**src/rtl/mem_port_arbiter.sv**
```systemverilog
// mem_port_arbiter
//   Shares one single-port 64-bit memory between instruction fetch (I) and
//   data access (D). Only one access is outstanding at a time. D has priority,
//   and a starvation counter makes sure a waiting I request eventually wins.
//   Access sequence: IDLE -> ISSUE -> WAIT (MEM_LAT cycles) -> RESP -> IDLE.
//
// Ports
//   Clk, Reset                 clock (rising edge), async active-low reset
//   IReq/IAddr                 fetch request and byte address (held until IGnt)
//   IGnt/IValid/IRdata         fetch grant pulse, completion pulse, read data
//   DReq/DWr/DAddr/DWdata      data request, write flag, address, write data
//   DGnt/DValid/DRdata         data grant pulse, completion pulse, read data
//   MemEn/MemWr                memory strobe and write enable (ISSUE cycle only)
//   MemAddr/MemWdata           captured address/write data to memory
//   MemRdata                   memory read data, valid MEM_LAT cycles after MemEn
module mem_port_arbiter #(
  parameter int unsigned MEM_LAT    = 1,
  parameter int unsigned STARVE_MAX = 4
) (
  input  logic        Clk,
  input  logic        Reset,
  input  logic        IReq,
  input  logic [63:0] IAddr,
  output logic        IGnt,
  output logic        IValid,
  output logic [63:0] IRdata,
  input  logic        DReq,
  input  logic        DWr,
  input  logic [63:0] DAddr,
  input  logic [63:0] DWdata,
  output logic        DGnt,
  output logic        DValid,
  output logic [63:0] DRdata,
  output logic        MemEn,
  output logic        MemWr,
  output logic [63:0] MemAddr,
  output logic [63:0] MemWdata,
  input  logic [63:0] MemRdata
);

  localparam logic [3:0] STARVE_LIM = 4'(STARVE_MAX);
  localparam logic [3:0] LAST_WAIT  = 4'(MEM_LAT - 1);

  typedef enum logic [1:0] {
    S_IDLE,
    S_ISSUE,
    S_WAIT,
    S_RESP
  } state_t;

  state_t      state_q;
  logic        owner_d_q;   // 1 = current access belongs to D
  logic        wr_q;
  logic [3:0]  wait_q;
  logic [3:0]  starve_q;

  logic        igrant_q, dgrant_q, ivalid_q, dvalid_q;
  logic        memen_q, memwr_q;
  logic [63:0] memaddr_q, memwdata_q, irdata_q, drdata_q;

  logic        d_win_d;

  // D wins unless I is pending and has already lost STARVE_MAX times in a row.
  always_comb begin
    d_win_d = DReq && (!IReq || (starve_q < STARVE_LIM));
  end

  always_ff @(posedge Clk or negedge Reset) begin
    if (!Reset) begin
      state_q    <= S_IDLE;
      owner_d_q  <= 1'b0;
      wr_q       <= 1'b0;
      wait_q     <= '0;
      starve_q   <= '0;
      igrant_q   <= 1'b0;
      dgrant_q   <= 1'b0;
      ivalid_q   <= 1'b0;
      dvalid_q   <= 1'b0;
      memen_q    <= 1'b0;
      memwr_q    <= 1'b0;
      memaddr_q  <= '0;
      memwdata_q <= '0;
      irdata_q   <= '0;
      drdata_q   <= '0;
    end else begin
      // Strobes are single-cycle pulses; the state machine raises them only
      // on the edge entering ISSUE or RESP.
      igrant_q <= 1'b0;
      dgrant_q <= 1'b0;
      ivalid_q <= 1'b0;
      dvalid_q <= 1'b0;
      memen_q  <= 1'b0;
      memwr_q  <= 1'b0;

      case (state_q)
        S_IDLE: begin
          if (d_win_d) begin
            owner_d_q  <= 1'b1;
            wr_q       <= DWr;
            memaddr_q  <= DAddr;
            memwdata_q <= DWdata;
            dgrant_q   <= 1'b1;
            memen_q    <= 1'b1;
            memwr_q    <= DWr;
            // d_win_d with IReq implies starve_q < STARVE_LIM, so no overflow.
            if (IReq) starve_q <= starve_q + 4'd1;
            state_q    <= S_ISSUE;
          end else if (IReq) begin
            owner_d_q  <= 1'b0;
            wr_q       <= 1'b0;
            memaddr_q  <= IAddr;
            memwdata_q <= '0;
            igrant_q   <= 1'b1;
            memen_q    <= 1'b1;
            starve_q   <= '0;
            state_q    <= S_ISSUE;
          end
        end
        S_ISSUE: begin
          wait_q  <= '0;
          state_q <= S_WAIT;
        end
        S_WAIT: begin
          if (wait_q == LAST_WAIT) begin
            if (!wr_q) begin
              if (owner_d_q) drdata_q <= MemRdata;
              else           irdata_q <= MemRdata;
            end
            dvalid_q <= owner_d_q;
            ivalid_q <= !owner_d_q;
            state_q  <= S_RESP;
          end else begin
            wait_q <= wait_q + 4'd1;
          end
        end
        S_RESP: begin
          state_q <= S_IDLE;
        end
        default: begin
          state_q <= S_IDLE;
        end
      endcase
    end
  end

  assign IGnt     = igrant_q;
  assign DGnt     = dgrant_q;
  assign IValid   = ivalid_q;
  assign DValid   = dvalid_q;
  assign MemEn    = memen_q;
  assign MemWr    = memwr_q;
  assign MemAddr  = memaddr_q;
  assign MemWdata = memwdata_q;
  assign IRdata   = irdata_q;
  assign DRdata   = drdata_q;

endmodule

```
**config.mk**
```make
export PLATFORM = sky130hd
export DESIGN_NAME = mem_port_arbiter
export DESIGN_NICKNAME = d
export VERILOG_FILES = /design/src/rtl/mem_port_arbiter.sv
export SDC_FILE = /design/constraint.sdc
export NUM_CORES = 1
export LEC_CHECK = 0
export CORE_AREA = 2 2 205 207
export CTS_BUF_LIST = sky130_fd_sc_hd__clkbuf_16
export CTS_CLUSTER_SIZE = 25
export DETAILED_ROUTE_END_ITERATION = 12
export DIE_AREA = 0 0 207 209
export GPL_TIMING_DRIVEN = 0
export HOLD_SLACK_MARGIN = 0.15
export PLACE_DENSITY = 0.56
export REMOVE_ABC_BUFFERS = 1
export SLEW_MARGIN = 20
export SYNTH_ARGS = -nofsm -noshare
export SYNTH_HDL_FRONTEND = slang
export SYNTH_SLANG_ARGS = --single-unit
```
**constraint.sdc**
```tcl
create_clock -name Clk -period 2.6 [get_ports Clk]
set_input_delay 0.52 -clock Clk [delete_from_list [all_inputs] [get_ports Clk]]
set_output_delay 0.52 -clock Clk [all_outputs]
set_load 0.01 [all_outputs]
```
==> flow_metrics.tcl <==
set metrics [dict create \
    worst_pin_slew_ps 570 \
    place.detailed.hpwl_um 30800 \
    ir_drop_mv 0.430 \
    ant_nets 0 \
    grt-ovfl-total 0 \
    cap_viol_max_count 0 \
    slew-limit-headroom_pct 61.8 \
    postSynthAreaPerCell_um2 13.2 \
    power_per_cell_area_nw_per_um2 1230 \
    synthDistinctLibCells 34 \
    hp-class "in -> reg" \
    dieArea_um2 43300 \
    ys_seq_elements 274 \
    setup.worst_path.end_class "flop" \
    grt_pass1_vias 9408 \
    via_count_of_the_routed_design 9067 \
    setup_viol_count_final 0 \
    adder_cell_share_of_the_synthesized_area_pct 0.669 \
    layout-drive-gt1-share_pct 14.9 \
    dr.pass1.iters 4 \
    final.fill_count 3869 \
    setup_ws_ps 86.8 \
    status "completed" \
    kind_of_start_point_of_the_critical_path "flop" \
    final.hold.worst_slack_ps 357 \
    insertion_delay_ps 580 \
    layout.cell_area.non_filler_um2 18300 \
    flow.area_growth_from_synthesis_pct 63.0 \
    report.final.slew_viol_count 0 \
    nets 1625 \
    postSynthCellCount 851 \
    placeableCoreArea_um2 41300 \
    starting_density_of_the_core_pct 27.2 \
    cts_num_sinks 274 \
    grt_start_max_net_pins 97 \
    post_route_core_utilization_pct 44.3 \
    placement_rows 75 \
    grt_setup_unrepaired "false" \
    detail_route.wirelength_um 41300 \
    ioPinCount 523 \
    critical_path_class "reg -> reg" \
    skew_ps 30.0 \
    critical_path_required_ps 3030 \
    post_synth_mux_area_share_pct 15.1 \
    post-route-period-util_pct 96.7 \
    number_of_remaining_drc_errors 0 \
    via_per_inst 4.72 \
    final_hold_viol_count 0 \
    total_power_mw 22.5 \
    die_height_um 209 \
    synthesis.yosys.warnings 0 \
    dr.first_iter.drc_count 352 \
    numPortBuffers 522 \
    clockRootBuffer "clkbuf_16" \
    cts.path.max_buffers 3 \
    p_leak_nw 7.72 \
    cts_buffers 31 \
    tritoncts "yes" \
    place_area_um2 17300 \
    groute.usage.overall_pct 18.4 \
    cp_data_arrival_time_ps 2950 \
    cts.reportedPaths.clkPinSlew_ps 60 \
    grt_first_pass_wirelength_um 61600 \
    fmaxAchievable_ghz 0.398 \
    async_reset_ff_share_pct 100 \
    number_of_antenna_violations_at_the_first_check_in_global_routing 7 \
    wire_per_inst_um 21.5 \
    clock_tree.htree_level_count 1 \
    yosysSeqAreaShare_pct 61.1 \
    synth_enable_flop_cells 0 \
    synth_ff_type "dfrtp_1" \
    simple_gate_share_of_the_synthesized_area_pct 9.20 \
    synth_compound_area_share_pct 10.1 \
    worst-r2r-setup-slack_ps 90 \
    combinational_family_with_the_most_area_after_synthesis "multiplexers" \
    syn_area_um2 11200 \
    min_period_ps 2510 \
    gp_congestion 0.793 \
    pre_cts_slack_ps -515 \
    critical_path_peak_fanout 14 \
    chipWidth_um 207 \
    synth_xor_xnor_area_share_pct 0.156 \
]
timing repair:
action	4_1_cts	5_1_grt
pin swaps	2	0
hold endpoints to repair	111	0
cloned	1	0
setup endpoints to repair	163	1
buffers inserted	2	0
hold buffers	1	0
resized for setup	5	1
critical path, cell delays in order, from the launching register on:
cell	delay, ps
dfrtp_1	400
inv_1	120
ha_1	180
or3b_4	470
or4b_4	600
buf_4	260
mux2_4	330
area by class of cell:
| cell class | count | area, um2 | share of cell area [%] |
|---|---|---|---|
| Clock buffer | 31 | 776 | 4.24 |
| Antenna cell | 2 | 5.00 | 0.0274 |
| Multi-Input combinational cell | 499 | 4020 | 22.0 |
| Inverter | 5 | 31.3 | 0.171 |
| Clock inverter | 23 | 154 | 0.841 |
| Sequential cell | 274 | 6860 | 37.5 |
| Tap cell | 539 | 674 | 3.69 |
| Timing Repair Buffer | 547 | 5780 | 31.6 |
placed cells by master (no fill, tap or decap), types with 2 or more instances in the layout:
master / count
mux2i_1: 2
o21ai_0: 3
ha_1: 4
nor2_1: 3
buf_4: 3
a22o_1: 65
diode_2: 2
clkdlybuf4s50_1: 520
nor3b_1: 2
a21o_1: 3
nand4_1: 65
mux2_2: 69
buf_8: 6
bufinv_16: 2
o21ai_4: 2
inv_1: 13
buf_12: 2
clkinv_2: 5
xnor2_1: 2
nand3_1: 3
dfrtp_1: 274
or4b_4: 2
o211ai_1: 64
mux2_4: 60
clkinv_1: 5
nand2b_1: 3
nand2_1: 134
buf_16: 15
clkbuf_16: 31
per-layer routing:
metal  track usage (%)  vias to the layer above  share of wire, %
met3              5.76                       71               8.2
met2              31.3                      421                48
met1              22.0                     4470                40
met4              6.58                        2               3.6
met5                 0                        -             0.031
li1                  -                     4103                 -
state kept, by name (all words and copies together), names as in the netlist:
name / cells
MemEn: 1
DRdata: 64
wr_q: 1
starve_q: 4
MemWr: 1
owner_d_q: 1
DValid: 1
MemWdata: 64
IGnt: 1
IValid: 1
state_q: 2
MemAddr: 64
DGnt: 1
IRdata: 64
wait_q: 4
synthesized netlist by cell type (3+ instances only):
| cell type | number | area (um2) |
|---|---|---|
| nand4_1 | 65 | 407 |
| buf_2 | 6 | 30.0 |
| buf_12 | 6 | 120 |
| clkbuf_1 | 43 | 161 |
| o211ai_1 | 64 | 480 |
| dfrtp_1 | 274 | 6860 |
| nor2_1 | 3 | 11.3 |
| o21ai_0 | 3 | 15.0 |
| nand3_1 | 3 | 15.0 |
| inv_1 | 5 | 18.8 |
| nand2b_1 | 3 | 18.8 |
| ha_1 | 6 | 75.1 |
| buf_1 | 17 | 63.8 |
| nand2_1 | 134 | 503 |
| mux2_2 | 69 | 777 |
| mux2_4 | 60 | 901 |
| a21o_1 | 3 | 22.5 |
| a22o_1 | 65 | 569 |
through the flow:
step | TNS [ps] | cells
final | 0 | 1920
after global routing | 0 | 1918
after CTS | 0 | 1918
after detailed placement | -41630 | 1860
after global placement | -4992380 | 1838
after floorplan | -643050 | 777
report_power, final:
group          internal (mW)  total (mW)  switching, mW
Clock                   2.33        4.12           1.78
Sequential              6.31        7.46           1.15
Combinational           6.38        10.9           4.53
kinds of logic after synthesis:
group | after synthesis
adders and majority gates | 6
muxes | 131
buffers and inverters | 79
and+or+nand+nor | 218
DFF | 274
AOI/OAI and AO/OA | 141
xor gates and xnor gates | 2
worst paths after layout:
path / from / cells after the start / end
min in group asynchronous: Reset / 2 / MemAddr[52]
min: DReq / 3 / MemAddr[10]
max in group asynchronous: Reset / 4 / IRdata[1]
min reg2reg: MemAddr[24] / 2 / MemAddr[24]
max: wait_q[0] / 6 / IRdata[26]
max reg2reg: wait_q[0] / 6 / IRdata[26]
No activity file was read; power rests on OpenSTA's default activity.
